File: src/rtl/sophie2_osc.sv
// Sixteen-step chord sequencer: 100 Hz timebase, one-hot note-on gates, chord-table oscillator frequencies.
// Latency: every output is registered; gates and end_count follow the qualifying tick edge, frequencies follow chord_r by one clk.
// Backpressure: none; free-running. SOPHIE2_FAST_TICK_EN shortens the divider to 500 clocks for simulation.
module sophie2_osc #(
    parameter int TICK_DIV = 500000
) (
    input  logic        clk,
    input  logic        reset,
    input  logic [1:0]  ctrl,
    input  logic [9:0]  userInput,
    input  logic        enable,
    output logic [19:0] memfrequency0,
    output logic [19:0] memfrequency1,
    output logic [19:0] memfrequency2,
    output logic [19:0] memfrequency3,
    output logic [19:0] memfrequency4,
    output logic [19:0] memfrequency5,
    output logic [19:0] memfrequency6,
    output logic [19:0] memfrequency7,
    output logic [19:0] memfrequency8,
    output logic [19:0] memfrequency9,
    output logic [19:0] memfrequency10,
    output logic [19:0] memfrequency11,
    output logic [19:0] memfrequency12,
    output logic [19:0] memfrequency13,
    output logic [19:0] memfrequency14,
    output logic [19:0] memfrequency15,
    output logic [15:0] Triggeradsr,
    output logic        end_count,
    output logic        clk100hzout2
);

`ifdef SOPHIE2_FAST_TICK_EN
    localparam int DIV = 500;
`else
    localparam int DIV = TICK_DIV;
`endif
    localparam int DW = (DIV > 2) ? $clog2(DIV) : 1;
    localparam logic [DW-1:0] DIV_LAST = DW'(DIV - 1);
    localparam logic [DW-1:0] DIV_HALF = DW'(DIV / 2 - 1);

    // Base voice frequencies in centihertz, octave 0.
    function automatic logic [19:0] base_freq(input logic [1:0] chord, input logic [1:0] voice);
        logic [19:0] f;
        f = 20'd0;
        case (chord)
            2'd0: case (voice)
                2'd0: f = 20'd13081;
                2'd1: f = 20'd16481;
                2'd2: f = 20'd19600;
                default: f = 20'd24694;
            endcase
            2'd1: case (voice)
                2'd0: f = 20'd11000;
                2'd1: f = 20'd13081;
                2'd2: f = 20'd16481;
                default: f = 20'd19600;
            endcase
            2'd2: case (voice)
                2'd0: f = 20'd8731;
                2'd1: f = 20'd11000;
                2'd2: f = 20'd13081;
                default: f = 20'd16481;
            endcase
            default: case (voice)
                2'd0: f = 20'd9800;
                2'd1: f = 20'd12347;
                2'd2: f = 20'd14683;
                default: f = 20'd17461;
            endcase
        endcase
        return f;
    endfunction

    function automatic logic [19:0] slot_freq(input logic [1:0] chord, input logic [3:0] slot);
        return base_freq(chord, slot[1:0]) << slot[3:2];
    endfunction

    logic [DW-1:0] div_cnt;
    logic [9:0]    len_r;
    logic [1:0]    chord_r;
    logic [9:0]    tick_cnt;
    logic [3:0]    step;
    logic [19:0]   freq_r [16];

    logic          tick;
    logic          half_tick;
    logic [9:0]    len_eff;
    logic          step_adv;
    logic [3:0]    step_nxt;

    always_comb begin
        tick      = (div_cnt == DIV_LAST);
        half_tick = (div_cnt == DIV_HALF);
        len_eff   = (len_r == 10'd0) ? 10'd1 : len_r;
        // >= rather than == so a shortened length ends the current step at the next tick.
        step_adv  = tick && (tick_cnt >= (len_eff - 10'd1));
        step_nxt  = step_adv ? step + 4'd1 : step;
    end

    always_ff @(posedge clk or posedge reset) begin
        if (reset) begin
            div_cnt      <= '0;
            clk100hzout2 <= 1'b0;
        end else begin
            div_cnt <= tick ? '0 : div_cnt + 1'b1;
            if (tick || half_tick)
                clk100hzout2 <= ~clk100hzout2;
        end
    end

    // New parameters take effect from the clk after capture; an advance on the capture edge uses the old length.
    always_ff @(posedge clk or posedge reset) begin
        if (reset) begin
            len_r   <= 10'd100;
            chord_r <= 2'd0;
        end else if (enable) begin
            len_r   <= userInput;
            chord_r <= ctrl;
        end
    end

    always_ff @(posedge clk or posedge reset) begin
        if (reset) begin
            tick_cnt    <= 10'd0;
            step        <= 4'd0;
            Triggeradsr <= 16'h0000;
            end_count   <= 1'b0;
        end else begin
            if (step_adv)
                tick_cnt <= 10'd0;
            else if (tick)
                tick_cnt <= tick_cnt + 10'd1;
            step        <= step_nxt;
            Triggeradsr <= 16'h0001 << step_nxt;
            end_count   <= step_adv && (step == 4'd15);
        end
    end

    always_ff @(posedge clk or posedge reset) begin
        if (reset) begin
            for (int k = 0; k < 16; k++)
                freq_r[k] <= slot_freq(2'd0, 4'(k));
        end else begin
            for (int k = 0; k < 16; k++)
                freq_r[k] <= slot_freq(chord_r, 4'(k));
        end
    end

    assign memfrequency0  = freq_r[0];
    assign memfrequency1  = freq_r[1];
    assign memfrequency2  = freq_r[2];
    assign memfrequency3  = freq_r[3];
    assign memfrequency4  = freq_r[4];
    assign memfrequency5  = freq_r[5];
    assign memfrequency6  = freq_r[6];
    assign memfrequency7  = freq_r[7];
    assign memfrequency8  = freq_r[8];
    assign memfrequency9  = freq_r[9];
    assign memfrequency10 = freq_r[10];
    assign memfrequency11 = freq_r[11];
    assign memfrequency12 = freq_r[12];
    assign memfrequency13 = freq_r[13];
    assign memfrequency14 = freq_r[14];
    assign memfrequency15 = freq_r[15];

endmodule

File: config.mk
export PLATFORM = sky130hd
export DESIGN_NAME = sophie2_osc
export DESIGN_NICKNAME = d
export VERILOG_FILES = /design/src/rtl/sophie2_osc.sv
export SDC_FILE = /design/constraint.sdc
export NUM_CORES = 1
export LEC_CHECK = 0
export CAP_MARGIN = 5
export CORE_ASPECT_RATIO = 0.8
export CORE_MARGIN = 2
export CORE_UTILIZATION = 35
export CTS_CLUSTER_SIZE = 12
export DETAILED_ROUTE_END_ITERATION = 7
export PLACE_DENSITY = 0.89
export SYNTH_ARGS = -nofsm -noshare
export SYNTH_HDL_FRONTEND = slang
export SYNTH_SLANG_ARGS = --single-unit
File: constraint.sdc
create_clock -name clk -period 3.6 [get_ports clk]
set_input_delay 0.72 -clock clk [delete_from_list [all_inputs] [get_ports clk]]
set_output_delay 0.72 -clock clk [all_outputs]
set_load 0.02 [all_outputs]
# After elaboration in Yosys (flattened, before gate mapping)
# Index checks and enable logic that the tools add are counted.
# word_totals
ff_bits	359
inputBits	15
wordCells	51
# op_classes
addsub	4
magnitude_cmp	1
eq_ne	5
shift	1
muxes	9
bitwise	1
n_reduce_logical	6
# ops
op	n
$pmux 15 s3	2
$pmux 14 s3	1
$pmux 13 s3	1
$mux 10	3
$add 19x1->19 const B	1
$eq 19x18->1 const B	1
$eq 19x19->1 const B	1
$mux 19	1
$shl 1x4->16 const A	1
$add 10x1->10 const B	1
$ge 10x10->1	1
$logic_not 10->1	1
$sub 10x1->10 const B	1
$add 4x1->4 const B	1
$eq 4x4->1 const B	1
$mux 4	1
$eq 2x1->1 const B	1
$eq 2x2->1 const B	1
$logic_and 1x1->1	2
$logic_not 2->1	1
$reduce_bool 2->1	1
$logic_or 1x1->1	1
$not 1->1	1

# Logic depth before layout (Yosys ltp)
# Gate-level depths: netlist (run 1).
# depth
word_depth	7
ltp_mapped	17

# Worst setup path after synthesis (run 1)
# No wires, ideal clock.
# synth_path
kind	reg2reg
start	register len_r[3]
end	register step[3]
setup_time_ns	0.134
arrival_ns	3.783
required_time_ns	3.466
slack_ns	-0.317
stages_incl_launch_ff	18
synth_period_minus_slack_ns	3.917
cell_sequence	dfrtp_1 or4_1 or3_1 nor2_1 a21oi_1 ha_1 nand2b_1 nor2_1 xnor2_1 ha_1 a21oi_1 a211oi_1 or3_1 clkbuf_1 o21ai_2 clkbuf_1 nor2_1 xor2_1
# synth_between
elab_chain_len	6
# synth_rtl
item	line_no	source
start: declaration	80	logic [9:0] len_r;
start signal: assignment	118	len_r <= userInput;
$logic_not 10->1	95	len_eff = (len_r == 10'd0) ? 10'd1 : len_r;
$mux 10 (*)	95	
$sub 10x1->10 (*)	97	step_adv = tick && (tick_cnt >= (len_eff - 10'd1));
$ge 10x10->1 (*)	97	
$logic_and 1x1->1 (*)	97	
$mux 4 (*)	98	step_nxt = step_adv ? step + 4'd1 : step;
net step_nxt[3]	90	logic [3:0] step_nxt;
end signal: assignment	134	step <= step_nxt;
end: declaration	83	logic [3:0] step;
# The timed path passes the listed nets; every way through them passes the cells marked *.
# A chain may end at the register's enable or synchronous reset.

# Final worst setup path (run 1)
# layout_path
start	register len_r[3]
end	register Triggeradsr[14]
# layout_between
elab_chain_len	7
# layout_rtl
item	line_no	source
$logic_not 10->1	95	
$mux 10 (*)	95	
$sub 10x1->10 (*)	97	
$ge 10x10->1 (*)	97	
$logic_and 1x1->1 (*)	97	
$mux 4 (*)	98	
$shl 1x4->16 (*)	135	Triggeradsr <= 16'h0001 << step_nxt;
end signal: assignment	135	
end: declaration	28	output logic [15:0] Triggeradsr,
# Every way passes the cells marked *; elsewhere a longest branch is shown, timed or not.

==> results of run 1 <==
==> what timing repair did <==
item | 4_1_cts | 5_1_grt
pin swaps | 12 | 13
gates resized for setup | 29 | 38
setup buffers | 9 | 3
endpoints found under the setup margin | 26 | 29
==> per-layer routing <==
layer  part of all wire  vias up  global-route usage
li1                   -     1874                   -
met1               0.43     1891               0.176
met2               0.49      145               0.201
met3              0.046       15              0.0213
met4              0.028        0              0.0496
met5                  0        -                   0
==> kinds of logic (layout without fill, tap and decap cells) <==
| family | after synthesis | count (layout) | synth area share |
|---|---|---|---|
| adders and majority gates | 21 | 21 | 0.0433 |
| other | 2 | 132 | 0.00124 |
| xor gates and xnor gates | 29 | 29 | 0.0419 |
| and+or+nand+nor | 133 | 133 | 0.115 |
| DFF | 77 | 77 | 0.320 |
| buffers and inverters | 331 | 284 | 0.394 |
| muxes | 15 | 15 | 0.0270 |
| AOI/OAI and AO/OA | 51 | 51 | 0.0572 |
==> critical path, cell delays in order (launching register included) <==
cell and delay, ns:
sky130_fd_sc_hd__dfrtp_1 0.37, sky130_fd_sc_hd__or4_4 0.53, sky130_fd_sc_hd__or3_4 0.36, sky130_fd_sc_hd__nor2_4 0.13, sky130_fd_sc_hd__a21oi_2 0.07, sky130_fd_sc_hd__ha_2 0.19, sky130_fd_sc_hd__nand2b_4 0.08, sky130_fd_sc_hd__nor2_1 0.05
sky130_fd_sc_hd__xnor2_1 0.12, sky130_fd_sc_hd__ha_1 0.32, sky130_fd_sc_hd__a21oi_2 0.17, sky130_fd_sc_hd__a211oi_2 0.08, sky130_fd_sc_hd__or3_4 0.38, sky130_fd_sc_hd__buf_6 0.14, sky130_fd_sc_hd__buf_4 0.13, sky130_fd_sc_hd__o2111ai_4 0.24
sky130_fd_sc_hd__a21boi_2 0.23, sky130_fd_sc_hd__o22ai_2 0.09
==> synth_stat cells (3+ instances only) <==
cell type / instances / share of area
sky130_fd_sc_hd__mux2i_1: 4 / 0.0066
sky130_fd_sc_hd__or3_1: 5 / 0.0052
sky130_fd_sc_hd__o21ai_0: 20 / 0.017
sky130_fd_sc_hd__clkbuf_1: 10 / 0.0062
sky130_fd_sc_hd__a211oi_1: 4 / 0.0050
sky130_fd_sc_hd__nand4_1: 6 / 0.0062
sky130_fd_sc_hd__o22ai_1: 6 / 0.0062
sky130_fd_sc_hd__dfrtp_1: 67 / 0.28
sky130_fd_sc_hd__or2_2: 4 / 0.0041
sky130_fd_sc_hd__and3_1: 8 / 0.0083
sky130_fd_sc_hd__nand2b_1: 7 / 0.0072
sky130_fd_sc_hd__nor3_1: 7 / 0.0058
sky130_fd_sc_hd__dfstp_2: 10 / 0.043
sky130_fd_sc_hd__mux2_2: 11 / 0.020
sky130_fd_sc_hd__o31ai_1: 3 / 0.0037
sky130_fd_sc_hd__nand3_1: 16 / 0.013
sky130_fd_sc_hd__xnor2_1: 14 / 0.020
sky130_fd_sc_hd__nand2_1: 25 / 0.015
sky130_fd_sc_hd__buf_4: 306 / 0.38
sky130_fd_sc_hd__inv_1: 14 / 0.0087
sky130_fd_sc_hd__ha_1: 21 / 0.043
sky130_fd_sc_hd__nor2_1: 34 / 0.021
sky130_fd_sc_hd__xor2_1: 15 / 0.022
sky130_fd_sc_hd__nor2b_1: 6 / 0.0062
==> where the power goes <==
part	switching, mW	internal [mW]
registers	0.0845	0.907
clock network	0.395	0.485
logic	0.583	0.450
total	1.06	1.84
==> through the flow <==
stage                     setup TNS (ns)  std cells  hold WS [ns]
after floorplan                    -1.15        789         0.447
after global placement             -2.60        940         0.458
after detailed placement           -4.95        940         0.461
after CTS                         -0.871        964         0.477
after global routing               -6.25        967         0.513
final                              -2.23        967         0.473
==> state kept, by name, summed over array words and instances, names as in the netlist <==
register / cells
div_cnt: 19
Triggeradsr: 16
len_r: 10
tick_cnt: 10
memfrequency3: 8
memfrequency14: 4
step: 4
chord_r: 2
clk100hzout2: 1
end_count: 1
memfrequency0: 1
memfrequency13: 1
==> layout make-up <==
class,instances,area share
timing repair buffer,254,0.332
sequential,77,0.256
inverter,14,0.00693
clock inverter,7,0.00891
clock buffer,9,0.0297
multi-input combinational,381,0.330
tap,225,0.0371
==> path summary, 6_finish.rpt <==
| check | slack [ns] | cells after the start | endpoint |
|---|---|---|---|
| worst max register to register | -0.20 | 17 | Triggeradsr[14]$_DFF_PP0_ |
| worst min-delay path | 0.47 | 1 | clk100hzout2$_DFFE_PP0P_ |
| min in group asynchronous | 0.77 | 3 | Triggeradsr[2]$_DFF_PP0_ |
| max in group asynchronous | 2.46 | 3 | len_r[5]$_DFFE_PP1P_ |
| worst min register to register | 0.47 | 1 | clk100hzout2$_DFFE_PP0P_ |
| worst max-delay path | -0.20 | 17 | Triggeradsr[14]$_DFF_PP0_ |
==> Flow_metrics.wiki, run 1 <==
{| class="wikitable"
! Metric !! Value
|-
| Nets || just under 800
|-
| Average cell area after synthesis || 9.20 um2
|-
| Pwr dens || approximately 380 nW/um2
|-
| Effective utilization at floorplan || 0.353
|-
| Cells after synthesis || roughly 660
|-
| Setup Slack @ Placement || -0.357 ns
|-
| Core Region || roughly 17000 um2
|-
| Post-placement cell area || between 6000 and 7000 um2
|-
| Post-detail-place hpwl || 9880 um
|-
| Initial antenna violation count || 0
|-
| Grt ovf || 0
|-
| Hold_buf cts || 0
|-
| CTS buffer count || 9
|-
| Mapped Area || 6060 um2
|-
| Final worst-path cycle share || 1.06
|-
| Final ANT Viol Nets || 0
|-
| Drt via density || about 4.1
|-
| Result of the run || finished, violations left
|-
| Clk slew on worst S/H paths || approximately 0.07 ns
|-
| Fraction of final layout cells sized beyond drive strength 1 || 0.163
|-
| Commonest non-fill, non-tap cell in the layout || sky130_fd_sc_hd__clkdlybuf4s50_1
|-
| Reg area || 1940 um2
|-
| Shortest clock period the worst path allows after layout || 3.80 ns
|-
| Die area || between 15000 and 20000 um2
|-
| Final-report hold violation count || 0
|-
| Netlist cell types || 50
|-
| Maximum level of the CTS H-tree || 3
|-
| DRT Pass-1 Iters || 4
|-
| Detailed Route WL || approximately 13000 um
|-
| Routability-driven placement congestion ratio || approximately 0.87
|-
| RR Startpoint || len_r[3]$_DFFE_PP0P_
|-
| Max transition margin || 0.463
|-
| Setup repair after global routing missed its margin || yes
|-
| Area taken by multi-input logic gates || ~2500 um2
|-
| Count of warnings emitted by yosys || 0
|-
| Arrival @ worst endpoint || just over 4 ns
|-
| Number of slew-limit violations in the final report || 0
|-
| Nature of the critical path endpoint || register
|-
| Die width || roughly 150 um
|-
| Leakage power of the design || 3.39 nW
|-
| Antenna Cells || 0
|-
| Iter 0 DRT Violations || 160
|-
| Number of buffers on the longest clock path || 2
|-
| Total design power || 2.91 mW
|-
| Relative area change from synthesis to final layout || 25.0%
|-
| Maximum achievable frequency || about 260 MHz
|-
| Utilization after layout || 0.442
|-
| GRT Resource Usage Total || 0.128
|-
| CTS sink cnt || slightly below 80
|-
| Largest fanout on the critical path || 4
|-
| Peak VDD IR || 0.168 mV
|-
| Sequential fraction of the synthesis area || 0.320
|-
| Worst Hold Launch || clk100hzout2$_DFFE_PP0P_
|-
| Kind of critical path || reg2reg
|-
| Violated checks || setup timing
|-
| CTS tree || built
|-
| Worst Path Required || ~3.8 ns
|-
| Count of maximum capacitance violations || 0
|-
| Slew at the pin closest to its max-slew limit || roughly 0.81 ns
|-
| Pin count of the biggest net entering global routing || between 70 and 80
|-
| Number of flip-flops and latches in the synthesized netlist || 77
|-
| Worst-case clock skew || 0.00938 ns
|-
| Dominant synthesized flop cell || sky130_fd_sc_hd__dfrtp_1
|-
| Post-synthesis async set-or-reset flop share || 1.00
|-
| Worst min path class || reg2reg
|-
| Y dimension of the die || 122 um
|-
| Endpoints failing setup || 21
|-
| Average detailed-routed wire length per instance || 13.4 um
|-
| Startpoint type of the worst setup path || register
|-
| Insertion delay of the later-clocked pin in the worst-skew pair || about 0.34 ns
|-
| Filler Cell Count || about 1600
|-
| Standard-cell row count || 43
|-
| Most frequent cells in the layout || sky130_fd_sc_hd__clkdlybuf4s50_1 (220), sky130_fd_sc_hd__conb_1 (132), sky130_fd_sc_hd__dfrtp_1 (67)
|-
| Buffers on Ports || 220
|-
| Critical path startpoint || len_r[3]$_DFFE_PP0P_
|-
| Count of unresolved DRC violations after routing || 0
|-
| Via count || between 3000 and 4000
|-
| Root buf cell || sky130_fd_sc_hd__clkbuf_16
|-
| Final Instance Area || 7580 um2
|-
| Post-synth EDFFs || 0
|-
| Setup ws final || -0.201 ns
|-
| Num ports || between 300 and 400
|-
| Vias in the first global route || 3336
|-
| Wire length of the first global-routing pass || approximately 18000 um
|}
(Power assumes the default switching activity.)
==> inputs of run 2 (changes only) <==
--- a/config.mk
+++ b/config.mk
@@ -11,7 +11,7 @@
 export CORE_UTILIZATION = 35
 export CTS_CLUSTER_SIZE = 12
 export DETAILED_ROUTE_END_ITERATION = 7
-export PLACE_DENSITY = 0.89
+export PLACE_DENSITY_LB_ADDON = 0.1
 export SYNTH_ARGS = -nofsm -noshare
 export SYNTH_HDL_FRONTEND = slang
 export SYNTH_SLANG_ARGS = --single-unit
==> run 2 against run 1 <==
Against the previous run: the flow still finishes with violations (setup timing); first-iteration DRC count shrank 18%; setup slack lost 0.037 ns; cell area grew 0.30%; register-to-register slack lost 0.04 ns; combinational power is essentially flat; sequential cell count is the same; clock power grew 13%; worst hold slack gained 0.0059 ns; clock-buffer cell count grew 3; power grew 3.6%; sequential power shrank 1%.
==> Flow_metrics.wiki, run 2 (same netlist as run 1, synthesis figures left out) <==
{| class="wikitable"
! Metric !! Value
|-
| Result of the run || finished, violations left
|-
| Violated checks || setup timing
|-
| Count of maximum capacitance violations || 0
|-
| Antenna Cells || 0
|-
| Switching part of the total power || 0.335
|-
| Endpoints failing setup || 25
|-
| Num ports || 353
|-
| Number of buffers on the longest clock path || 2
|-
| Final-layout setup total negative slack || -3.74 ns
|-
| Final ANT Viol Nets || 0
|-
| Post-detail-place hpwl || roughly 9300 um
|-
| Startpoint type of the worst setup path || register
|-
| GRT Resource Usage Total || 0.123
|-
| Wire length of the first global-routing pass || ~18000 um
|-
| Post-placement cell area || around 7000 um2
|-
| Vias in the first global route || approximately 3200
|-
| Maximum level of the CTS H-tree || 3
|-
| Via count || 3847
|-
| Count of unresolved DRC violations after routing || 0
|-
| Die width || between 150 and 200 um
|-
| Final Instance Area || between 7000 and 8000 um2
|-
| Drt via density || between 3 and 4
|-
| Slew at the pin closest to its max-slew limit || between 0.7 and 0.8 ns
|-
| Iter 0 DRT Violations || roughly 130
|-
| Register with the most flip-flops || div_cnt
|-
| Root buf cell || sky130_fd_sc_hd__clkbuf_16
|-
| DRT Pass-1 Iters || 4
|-
| Largest registers ranked by flip-flop count || div_cnt (19), Triggeradsr (16)
|-
| Max reg flops || 19
|-
| Fraction of power consumed by combinational cells || 0.344
|-
| Standard-cell row count || 43
|-
| R2R Setup Slk || -0.24 ns
|-
| Setup Slack @ Placement || -0.325 ns
|-
| Worst Hold Launch || div_cnt[0]$_DFF_PP0_
|-
| CTS tree || built
|-
| Average detailed-routed wire length per instance || around 13 um
|-
| Switch Pwr || 1.01 mW
|-
| Nets || around 770
|-
| Worst min path class || reg2reg
|-
| Reg2Reg Depth || 16
|-
| Fraction of power consumed by the clock network || 0.330
|-
| Worst-case clock skew || 0.00733 ns
|-
| Reg area || 1940 um2
|-
| Pwr dens || between 300 and 400 nW/um2
|-
| Pin count of the biggest net entering global routing || 36
|-
| Relative area change from synthesis to final layout || 25.4%
|-
| Shortest clock period the worst path allows after layout || 3.84 ns
|-
| Internal power summed over all cells || 2.00 mW
|-
| Insertion delay of the later-clocked pin in the worst-skew pair || 0.33 ns
|-
| Filler Cell Count || 1633
|-
| Largest fanout on the critical path || 6
|-
| Commonest non-fill, non-tap cell in the layout || sky130_fd_sc_hd__clkdlybuf4s50_1
|-
| Buffers on Ports || 220
|-
| Final-report hold violation count || 0
|-
| Die area || 18400 um2
|-
| Kind of critical path || reg2reg
|-
| Worst Hold End || div_cnt[0]$_DFF_PP0_
|-
| Number of slew-limit violations in the final report || 0
|-
| Core Region || ~17000 um2
|-
| Hold_buf cts || 0
|-
| Grt ovf || 0
|-
| Clk slew on worst S/H paths || 0.06 ns
|-
| Most frequent cells in the layout || sky130_fd_sc_hd__clkdlybuf4s50_1 (220), sky130_fd_sc_hd__conb_1 (132), sky130_fd_sc_hd__dfrtp_1 (67)
|-
| Worst hold slack || about 0.48 ns
|-
| Utilization after layout || 0.443
|-
| Max transition margin || 0.526
|-
| Setup ws final || -0.238 ns
|-
| Area taken by multi-input logic gates || between 2000 and 2500 um2
|-
| Worst Path Required || between 3 and 4 ns
|-
| Leakage power of the design || 3.39 nW
|-
| Setup repair after global routing missed its margin || yes
|-
| Detailed Route WL || roughly 12000 um
|-
| CTS sink cnt || 77
|-
| Fraction of final layout cells sized beyond drive strength 1 || 0.164
|-
| Y dimension of the die || 122 um
|-
| Final worst-path cycle share || 1.07
|-
| Nature of the critical path endpoint || register
|-
| Peak VDD IR || approximately 0.24 mV
|-
| Effective utilization at floorplan || 0.353
|-
| Routability-driven placement congestion ratio || approximately 0.86
|-
| Seq pwr share || 0.326
|-
| Initial antenna violation count || 0
|-
| Worst hold stages || 1
|-
| RR Startpoint || len_r[6]$_DFFE_PP1P_
|-
| Arrival @ worst endpoint || approximately 4.1 ns
|-
| CTS buffer count || 9
|-
| Endpoint of the lowest-slack register-to-register path || Triggeradsr[9]$_DFF_PP0_
|-
| Maximum achievable frequency || between 200 and 300 MHz
|}
==> run 2: cell count changes in the layout (fill, tap and decap cells not counted), moves of 2 or more <==
cell	delta
sky130_fd_sc_hd__bufinv_16	+2
sky130_fd_sc_hd__a211oi_2	-2
sky130_fd_sc_hd__buf_6	-5
sky130_fd_sc_hd__nor2_2	+4
sky130_fd_sc_hd__clkbuf_8	+2
sky130_fd_sc_hd__inv_6	-3
sky130_fd_sc_hd__buf_4	+5
sky130_fd_sc_hd__nor2_1	-4
==> run 2: through the flow <==
stage | power, mW | std cells
after floorplan | 1.91 | 789
after global placement | 2.03 | 943
after detailed placement | 2.03 | 943
after CTS | 3.05 | 963
after global routing | 3.16 | 967
final | 3.01 | 967
==> run 2: layer usage <==
metal	vias to the layer above	track usage	share of wire
met1	1840	0.166	0.44
met5	-	0	0
li1	1871	-	-
met4	0	0.0362	0.0097
met3	9	0.0258	0.046
met2	127	0.201	0.51
==> run 2: critical path, stage by stage (launching register included) <==
cell and delay, ns:
sky130_fd_sc_hd__dfstp_2 0.37, sky130_fd_sc_hd__or4_4 0.53, sky130_fd_sc_hd__or3_4 0.42, sky130_fd_sc_hd__nor2_4 0.10
sky130_fd_sc_hd__a21oi_2 0.07, sky130_fd_sc_hd__ha_2 0.21, sky130_fd_sc_hd__nand2b_4 0.08, sky130_fd_sc_hd__nor2_2 0.04
sky130_fd_sc_hd__xnor2_1 0.12, sky130_fd_sc_hd__ha_1 0.34, sky130_fd_sc_hd__a21oi_2 0.15, sky130_fd_sc_hd__a211oi_2 0.08
sky130_fd_sc_hd__or3_4 0.44, sky130_fd_sc_hd__o211ai_4 0.19, sky130_fd_sc_hd__buf_12 0.15, sky130_fd_sc_hd__mux2_4 0.32
sky130_fd_sc_hd__nor3b_2 0.15
==> run 2: timing repair <==
| item | CTS | global route |
|---|---|---|
| pin swaps | 9 | 23 |
| buffers inserted | 5 | 6 |
| cloned | 0 | 0 |
| endpoints found under the setup margin | 31 | 31 |
| resized for setup | 22 | 41 |
==> run 2: final cells by class <==
class,count,area share
Clock buffer,12,0.0337
Clock inverter,3,0.00905
Inverter,14,0.00691
Multi-Input combinational cell,381,0.327
Sequential cell,77,0.255
Tap cell,225,0.0370
Timing Repair Buffer,255,0.331
==> run 2: how the worst max path moves through the flow <==
stage	start	to	slack [ns]	cells past startpoint
after global placement	len_r[3]$_DFFE_PP0P_	Triggeradsr[13]$_DFF_PP0_	-0.26	15
after detailed placement	len_r[3]$_DFFE_PP0P_	Triggeradsr[9]$_DFF_PP0_	-0.32	15
final	len_r[6]$_DFFE_PP1P_	Triggeradsr[9]$_DFF_PP0_	-0.24	16
after global routing	len_r[6]$_DFFE_PP1P_	Triggeradsr[9]$_DFF_PP0_	-0.36	16
after floorplan	len_r[3]$_DFFE_PP0P_	Triggeradsr[7]$_DFF_PP0_	-0.11	16
after CTS	len_r[3]$_DFFE_PP0P_	Triggeradsr[12]$_DFF_PP0_	-0.22	16
==> run 2: power groups by stage <==
stage	registers [mW]	clock network [mW]	logic (mW)
CTS	0.985	1.03	1.04
floorplan	1.01	0	0.901
global placement	0.994	0	1.04
global route	0.996	1.06	1.10
detailed placement	0.999	0	1.03
finish	0.981	0.993	1.04
